<file path="src/rtl/counter_cycle_scheduler.sv">
// counter_cycle_scheduler
//   Schedules involuntary counter cycles (PINC/MINC) against the memory-cycle
//   timepulse sequence. Up/down request edges are latched per counter and
//   opposing requests cancel. At each T12 rise the lowest-index pending
//   counter is granted the next memory cycle, limited to MAXBURST consecutive
//   counter cycles before an instruction cycle is forced. GOJAM flushes all
//   scheduling state.
//
// Ports
//   SIM_CLK   clock, all state on rising edge
//   SIM_RST   asynchronous reset, active-low
//   T12       timepulse 12 level
//   GOJAM     synchronous restart flush
//   CTINH     inhibit counter grants (sampled at T12 rise)
//   REQ_UP    per-counter increment request levels (rising edge = request)
//   REQ_DN    per-counter decrement request levels (rising edge = request)
//   CNTCYC    current memory cycle is a counter cycle
//   CNT_ADDR  ADDR_BASE + granted index, valid while CNTCYC
//   CNT_MINC  0 = PINC, 1 = MINC, valid while CNTCYC
//   PEND_ANY  any counter pending (registered)
//   OVRUN     one-cycle pulse: repeat edge on an already-pending direction
module counter_cycle_scheduler #(
  parameter int NCNT      = 20,
  parameter int ADDR_BASE = 20,
  parameter int AW        = 12,
  parameter int MAXBURST  = 4
) (
  input  logic            SIM_CLK,
  input  logic            SIM_RST,
  input  logic            T12,
  input  logic            GOJAM,
  input  logic            CTINH,
  input  logic [NCNT-1:0] REQ_UP,
  input  logic [NCNT-1:0] REQ_DN,
  output logic            CNTCYC,
  output logic [AW-1:0]   CNT_ADDR,
  output logic            CNT_MINC,
  output logic            PEND_ANY,
  output logic            OVRUN
);

  localparam int            IW        = (NCNT > 1) ? $clog2(NCNT) : 1;
  localparam logic [AW-1:0] BASE      = AW'(ADDR_BASE);
  localparam logic [3:0]    BURST_MAX = 4'(MAXBURST);

  typedef enum logic {INSTR, COUNT} sched_t;

  sched_t          state, state_nxt;
  logic            t12_q;
  logic [NCNT-1:0] up_q, dn_q;
  logic [NCNT-1:0] pend_up, pend_dn, pend_up_nxt, pend_dn_nxt;
  logic [3:0]      burst, burst_nxt;
  logic [AW-1:0]   addr_nxt;
  logic            minc_nxt;
  logic            t12_rise;
  logic [NCNT-1:0] up_e, dn_e;
  logic            win_found;
  logic [IW-1:0]   win_idx;
  logic            grant;
  logic            ovr_nxt;

  assign t12_rise = T12 & ~t12_q;
  assign up_e     = REQ_UP & ~up_q;
  assign dn_e     = REQ_DN & ~dn_q;
  assign CNTCYC   = (state == COUNT);

  // Lowest-index pending counter wins.
  always_comb begin
    win_found = 1'b0;
    win_idx   = '0;
    for (int unsigned i = 0; i < NCNT; i++) begin
      if (!win_found && (pend_up[i] || pend_dn[i])) begin
        win_found = 1'b1;
        win_idx   = IW'(i);
      end
    end
  end

  // Scheduler next state and registered cycle outputs.
  always_comb begin
    state_nxt = state;
    burst_nxt = burst;
    addr_nxt  = CNT_ADDR;
    minc_nxt  = CNT_MINC;
    grant     = 1'b0;
    if (GOJAM) begin
      state_nxt = INSTR;
      burst_nxt = '0;
    end else if (t12_rise) begin
      if (win_found && !CTINH && (burst < BURST_MAX)) begin
        grant     = 1'b1;
        state_nxt = COUNT;
        burst_nxt = burst + 4'd1;
        addr_nxt  = BASE + AW'(win_idx);
        minc_nxt  = pend_dn[win_idx];
      end else begin
        state_nxt = INSTR;
        burst_nxt = '0;
      end
    end
  end

  // Pending update: the grant consumes the pre-edge state first, then this
  // cycle's edges are applied to the result, so a grant coinciding with a
  // same-direction edge re-pends the counter instead of reporting overrun.
  // Simultaneous up and down edges net to zero.
  always_comb begin
    pend_up_nxt = pend_up;
    pend_dn_nxt = pend_dn;
    ovr_nxt     = 1'b0;
    if (grant) begin
      pend_up_nxt[win_idx] = 1'b0;
      pend_dn_nxt[win_idx] = 1'b0;
    end
    for (int unsigned i = 0; i < NCNT; i++) begin
      if (up_e[i] && !dn_e[i]) begin
        if (pend_dn_nxt[i])      pend_dn_nxt[i] = 1'b0;
        else if (pend_up_nxt[i]) ovr_nxt        = 1'b1;
        else                     pend_up_nxt[i] = 1'b1;
      end else if (dn_e[i] && !up_e[i]) begin
        if (pend_up_nxt[i])      pend_up_nxt[i] = 1'b0;
        else if (pend_dn_nxt[i]) ovr_nxt        = 1'b1;
        else                     pend_dn_nxt[i] = 1'b1;
      end
    end
  end

  always_ff @(posedge SIM_CLK or negedge SIM_RST) begin
    if (!SIM_RST) begin
      state    <= INSTR;
      burst    <= '0;
      CNT_ADDR <= '0;
      CNT_MINC <= 1'b0;
    end else begin
      state    <= state_nxt;
      burst    <= burst_nxt;
      CNT_ADDR <= addr_nxt;
      CNT_MINC <= minc_nxt;
    end
  end

  // Edge history keeps tracking during GOJAM so held levels do not re-trigger.
  always_ff @(posedge SIM_CLK or negedge SIM_RST) begin
    if (!SIM_RST) begin
      t12_q    <= 1'b0;
      up_q     <= '0;
      dn_q     <= '0;
      pend_up  <= '0;
      pend_dn  <= '0;
      PEND_ANY <= 1'b0;
      OVRUN    <= 1'b0;
    end else begin
      t12_q <= T12;
      up_q  <= REQ_UP;
      dn_q  <= REQ_DN;
      if (GOJAM) begin
        pend_up  <= '0;
        pend_dn  <= '0;
        PEND_ANY <= 1'b0;
        OVRUN    <= 1'b0;
      end else begin
        pend_up  <= pend_up_nxt;
        pend_dn  <= pend_dn_nxt;
        PEND_ANY <= |(pend_up | pend_dn);
        OVRUN    <= ovr_nxt;
      end
    end
  end

endmodule
</file>
<file path="config.mk">
export PLATFORM = sky130hd
export DESIGN_NAME = counter_cycle_scheduler
export DESIGN_NICKNAME = d
export VERILOG_FILES = /design/src/rtl/counter_cycle_scheduler.sv
export SDC_FILE = /design/constraint.sdc
export NUM_CORES = 1
export LEC_CHECK = 0
export CORE_UTILIZATION = 58
export DETAILED_ROUTE_END_ITERATION = 6
export DONT_BUFFER_PORTS = 1
export MAX_ROUTING_LAYER = met4
export PLACE_DENSITY = 0.76
export RECOVER_POWER = 100
export SLEW_MARGIN = 10
export SYNTH_ARGS = -nofsm -noshare
export SYNTH_HDL_FRONTEND = slang
export SYNTH_SLANG_ARGS = --single-unit
export TNS_END_PERCENT = 20
</file>
<file path="constraint.sdc">
create_clock -name SIM_CLK -period 2.5 [get_ports SIM_CLK]
set_input_delay 0.625 -clock SIM_CLK [delete_from_list [all_inputs] [get_ports SIM_CLK]]
set_output_delay 0.625 -clock SIM_CLK [all_outputs]
set_load 0.01 [all_outputs]
</file>
### Yosys cells after proc, flatten, opt, wreduce, memory -nomap -nowiden

Cells that the tools add are included.

* word-level logic and storage cells: 469
* output and inout bits: 16
* bits in read-only memories: 0
* latch bits: 0
* memory bits (writable): 0
* memories kept: 0
* bits in registers: 101

* $add $sub $neg: 2
* order comparisons: 3
* reduce and logical (&&, ||, !) cells: 145
* shifts and indexed selects: 0
* bitwise logic cells: 11
* multiplexer cells: 297
* divide/modulo/power cells: 0
* equal/unequal tests: 0
* $mul: 0

Operators with widths (count)
* $mux 1: 270
* $mux 5: 18
* $and 20x20->20: 4
* $mux 20: 4
* $logic_and 1x1->1: 62
* $logic_not 1->1: 60
* $not 20->20: 3
* $logic_or 1x1->1: 20
* $or 20x20->20: 1
* $reduce_or 20->1: 1
* $mux 4: 3
* $add 5x5->6 const A: 1
* $lt 5x6->1 const B: 1
* $bmux 1 s5: 1
* $demux 1 s5: 1
* $ge 5x1->1 const B: 1
* $add 4x1->4 const B: 1
* $lt 4x3->1 const B: 1
* $reduce_and 3->1: 1
* $not 1->1: 2
* $reduce_bool 2->1: 1
* $and 1x1->1: 1

### Longest topological paths before layout

* depth in word-level cells: 147
* depth in mapped cells: 11
* depth with buffers taken out: 8

### Worst setup path before layout

Ideal clock, no wire load.

* kind: flip-flop to flip-flop
* start point: reg pend_dn[8]
* end point: reg OVRUN
* stages on the path, launching flop included: 10
* arrival time: 2.470 ns
* slack: -0.123 ns
* setup time: 0.152 ns
* buffers on the path: 1
* cells stage by stage: dfrtp_1 -> or4_4 -> or2_0 -> buf_2 -> or3_4 -> nor2_8 -> nand3_4 -> a2111oi_2 -> and4_1 -> a41oi_1

* word-level cells in the longest chain between the ends: 124
* elaborated cells between the ends (all ways): 184
* classes of those cells: 2 x order compare; 152 x mux; 3 x bitwise; 27 x reduce/logical

Ends and longest elaborated chain
* from (decl): RTL line 51 `logic [NCNT-1:0] pend_up, pend_dn, pend_up_nxt, pend_dn_nxt;`
* from (signal assigned): RTL line 163 `pend_dn <= pend_dn_nxt;`
* $logic_or 1x1->1: RTL line 72 `if (!win_found && (pend_up[i] || pend_dn[i])) begin`
* $logic_and 1x1->1: RTL line 72
* $mux 1: RTL line 72
* $logic_not 1->1: RTL line 72
* $logic_and 1x1->1: RTL line 72
* $mux 1: RTL line 72
* $logic_not 1->1: RTL line 72
* $logic_and 1x1->1: RTL line 72
* [... 108 more ...]
* $mux 1: RTL line 121 `if (pend_up_nxt[i]) pend_up_nxt[i] = 1'b0;`
* $mux 1: RTL line 120 `end else if (dn_e[i] && !up_e[i]) begin`
* $mux 1: RTL line 116 `if (up_e[i] && !dn_e[i]) begin`
* $mux 1: RTL line 122 `else if (pend_dn_nxt[i]) ovr_nxt = 1'b1;`
* $mux 1: RTL line 121
* $mux 1: RTL line 120
* $mux 1 (*): RTL line 116
* $mux 1 (*): RTL line 156 `if (GOJAM) begin`
* to (signal assigned): RTL line 165 `OVRUN <= ovr_nxt;`
* to (decl): RTL line 39 `output logic OVRUN`

Every way passes the cells marked *; elsewhere a longest branch is shown, timed or not.
A chain may end at the register's enable or synchronous reset.

### Final worst setup path

* start point: reg pend_dn[5]
* end point: reg OVRUN

* word-level cells in the longest chain between the ends: 133
* elaborated cells between the ends (all ways): 196
* classes of those cells: 2 x order compare; 158 x mux; 3 x bitwise; 33 x reduce/logical

Ends and longest elaborated chain (RTL line)
* $logic_or 1x1->1: 72
* $logic_and 1x1->1: 72
* $mux 1: 72
* $logic_not 1->1: 72
* $logic_and 1x1->1: 72
* $mux 1: 72
* $logic_not 1->1: 72
* $logic_and 1x1->1: 72
* [... 117 more ...]
* $mux 1: 121
* $mux 1: 120
* $mux 1: 116
* $mux 1: 122
* $mux 1: 121
* $mux 1: 120
* $mux 1 (*): 116
* $mux 1 (*): 156

Marks and branches as above.

==> flow_summary.toml <==
[synth]
synth.avg_cell_area_sq_um = 9.09
yosysWarnings = 0
synth-seq-cells = 95
synth-seq-area-share_pct = 47.2
yosysUniqueCellTypes = 69
synth_edf_count = 0
syn_inst = 554
synth_ff_type = "dfrtp_1"
async_reset_ff_share_pct = 100
netlist_area_sq_um = 5040

[detailed_routing]
vias = 4812
post-route-drc-count = 0
dr.pass1.iters = 5
detail-route-antenna-nets = 0
drt_iter0_drc = 380
wl_per_cell_microns = 18.2
via_per_inst = 6.17
wl_microns = 14200

[floorplan]
die-height_microns = 95.2
fp.dieW_microns = 95.2
io_pins = 61
core_area_sq_um = 8300
std_cell_rows = 33
start_util_pct = 60.7
dieArea_sq_um = 9060

[setup_path]
r2r_start = "pend_dn[5]"
crit_buf_inv = 3
cp.depth = 11
reg2reg_to = "OVRUN"
crit_start = "pend_dn[5]"
reg2regPathDepth = 11
crit_fanout = 12
arrival_ns = 2.88
crit_required_ns = 2.74
path_cells = "buf_4 > nor2_1 > nor4b_2 > o41ai_2 > buf_4 > o211a_1 > buf_6 > a31oi_1 > a2111oi_2 > and4_1 > a41oi_2"
crit_path_end = "OVRUN"
slowest_delay_ns = 0.46
crit_family = "compound AO/OA/AOI/OAI gates"
crit_top_cell = "buf_4"
ff2ff_setup_slack_ns = -0.14
cp_slowest_cell = "dfrtp_2"
worst-setup-path-type = "reg -> reg"
worst_setup_path_end_kind = "flop"
cp-start-kind = "flop"

[placement]
postPlaceCellArea_sq_um = 5900
dp_cells = 751
place_congestion = 1.02
dp_hpwl_microns = 9810
dp_slack_ns = -0.313
port_buffers = 0

[sta]
rsz0062_at_grt = "true"
fin_skew_ns = 0.0123
tightest_slew_ns = 0.891
slew_headroom_pct = 39.0
min_period_ns = 2.64
fmax_mhz = 378
finalHoldViolCount = 95
whs_ns = -0.0718
finalCritPeriodShare_pct = 106
tns_ns = -0.432
worst_slack_ns = -0.143
finalMaxSlewViolations = 0
setup_violations = 13

[final_layout]
final_nets = 716
nFillCells = 532
final_cells = 780
final_layout_size_suffix_gt1_share_pct = 29.7
area_growth_pct = 29.0
postLayoutCellArea_sq_um = 6500
final_common_cell = "buf_4"
final_cell_mix = "114 x buf_4, 94 x dfrtp_1, 66 x nor2_1, 65 x nand2_1, 42 x a21oi_1"

[global_route]
grt_max_degree = 96
grt_use_total_pct = 33.2
antenna_found_initial = 1
overflow = 0
grt_pass1_vias = 4725
grt_pass1_wl_microns = 22100

[min_path]
min_path_type = "in -> async"

[clock_tree]
root_buffer = "clkbuf_8"
clk_pin_slew_ns = 0.10
numCtsBuffers = 9
clock_sinks = 95
clockBufferDepth = 2
cts_tree = "built"
clock_latency_ns = 0.38
htreeDepth = 3

[power]
ir_worst_vdd_v = 0.000422
p_total_mw = 3.95
powerDensity_nw_per_um2 = 609
p_leak_nw = 2.86

[job]
maxCapViolations = 0

[status]
violations = "hold timing, setup timing"
status = "finished, violations left"
[worst reg2reg max path, stage by stage, from the launching register on]
cell and delay, ns:
dfrtp_2 0.46, buf_4 0.15, nor2_1 0.12, nor4b_2 0.07, o41ai_2 0.32, buf_4 0.19, o211a_1 0.19, buf_6 0.19
a31oi_1 0.13, a2111oi_2 0.34, and4_1 0.25, a41oi_2 0.11
[routing by layer]
metal	part of all wire [%]	wire [microns]	GRT usage, %	vias up
met5	0	0	-	-
met4	3.5	504	14.4	0
met3	5.6	789	4.78	46
met2	50	7060	55.4	207
met1	41	5850	39.9	2330
li1	-	-	-	2229
[cell families after synthesis]
| logic type | after synthesis | synth area share, % |
|---|---|---|
| buf+inv | 30 | 3.18 |
| simple gates | 278 | 28.9 |
| mux | 6 | 1.22 |
| flops | 95 | 47.2 |
| compound gates | 141 | 18.7 |
| xor+xnor | 1 | 0.174 |
| fa+ha+maj | 2 | 0.497 |
| other cells | 1 | 0.0744 |
[Yosys cell counts (11+ instances only)]
cell / n / area [sq um]
nor2b_1: 20 / 125
a21oi_1: 47 / 235
nor2_1: 67 / 251
dfrtp_1: 95 / 2380
a31oi_1: 16 / 100
nor4_1: 11 / 68.8
nand3_1: 23 / 115
nand2b_1: 23 / 144
nor3_1: 11 / 55.1
o21ai_0: 19 / 95.1
nor3b_1: 12 / 90.1
nand2_1: 68 / 255
[power breakdown]
group	total [mW]	leakage, nW	switching, mW	internal (mW)
sequential	1.75	1.20	0.102	1.65
clock	1.04	0.0933	0.574	0.468
combinational	1.16	1.57	0.605	0.558
[worst min-delay path by stage]
stage,from,slack (ns),to,cells past startpoint
after global placement,SIM_RST,0.33,up_q[17],0
after detailed placement,SIM_RST,0.33,up_q[17],0
after floorplan,SIM_RST,0.33,CNTCYC,0
after global routing,SIM_RST,-0.08,up_q[19],0
final,SIM_RST,-0.07,up_q[17],0
after CTS,SIM_RST,-0.07,up_q[17],0
[repair_timing]
item	in CTS	in global routing
resized for setup	26	39
buffers inserted	9	3
pin swaps	14	18
endpoints found under the hold margin	95	95
endpoints found under the setup margin	17	40
[flip-flops by register name, summed over array words and instances (netlist names)]
| name | count |
|---|---|
| OVRUN | 1 |
| t12_q | 1 |
| CNTCYC | 1 |
| dn_q | 20 |
| pend_dn | 20 |
| up_q | 20 |
| pend_up | 20 |
| burst | 4 |
| CNT_ADDR | 6 |
| PEND_ANY | 1 |
| CNT_MINC | 1 |
[area by class of cell]
type / count / area, sq um / area share (%)
clock inverters: 6 / 67.6 / 1.04
well taps: 105 / 131 / 2.02
repair buffers: 123 / 966 / 14.9
inverters: 6 / 22.5 / 0.347
flip-flops and latches: 95 / 2380 / 36.6
multi-input cells: 434 / 2800 / 43.1
clock buffers: 10 / 128 / 1.96
diodes: 1 / 2.50 / 0.0385
[through the flow]
stage               util [%]  hold slack (ns)
floorplan                  -            0.329
global placement        71.1            0.332
detailed placement      71.1            0.332
CTS                     75.7          -0.0693
global route            78.3          -0.0818
finish                  78.3          -0.0718
(Power assumes the default switching activity.)
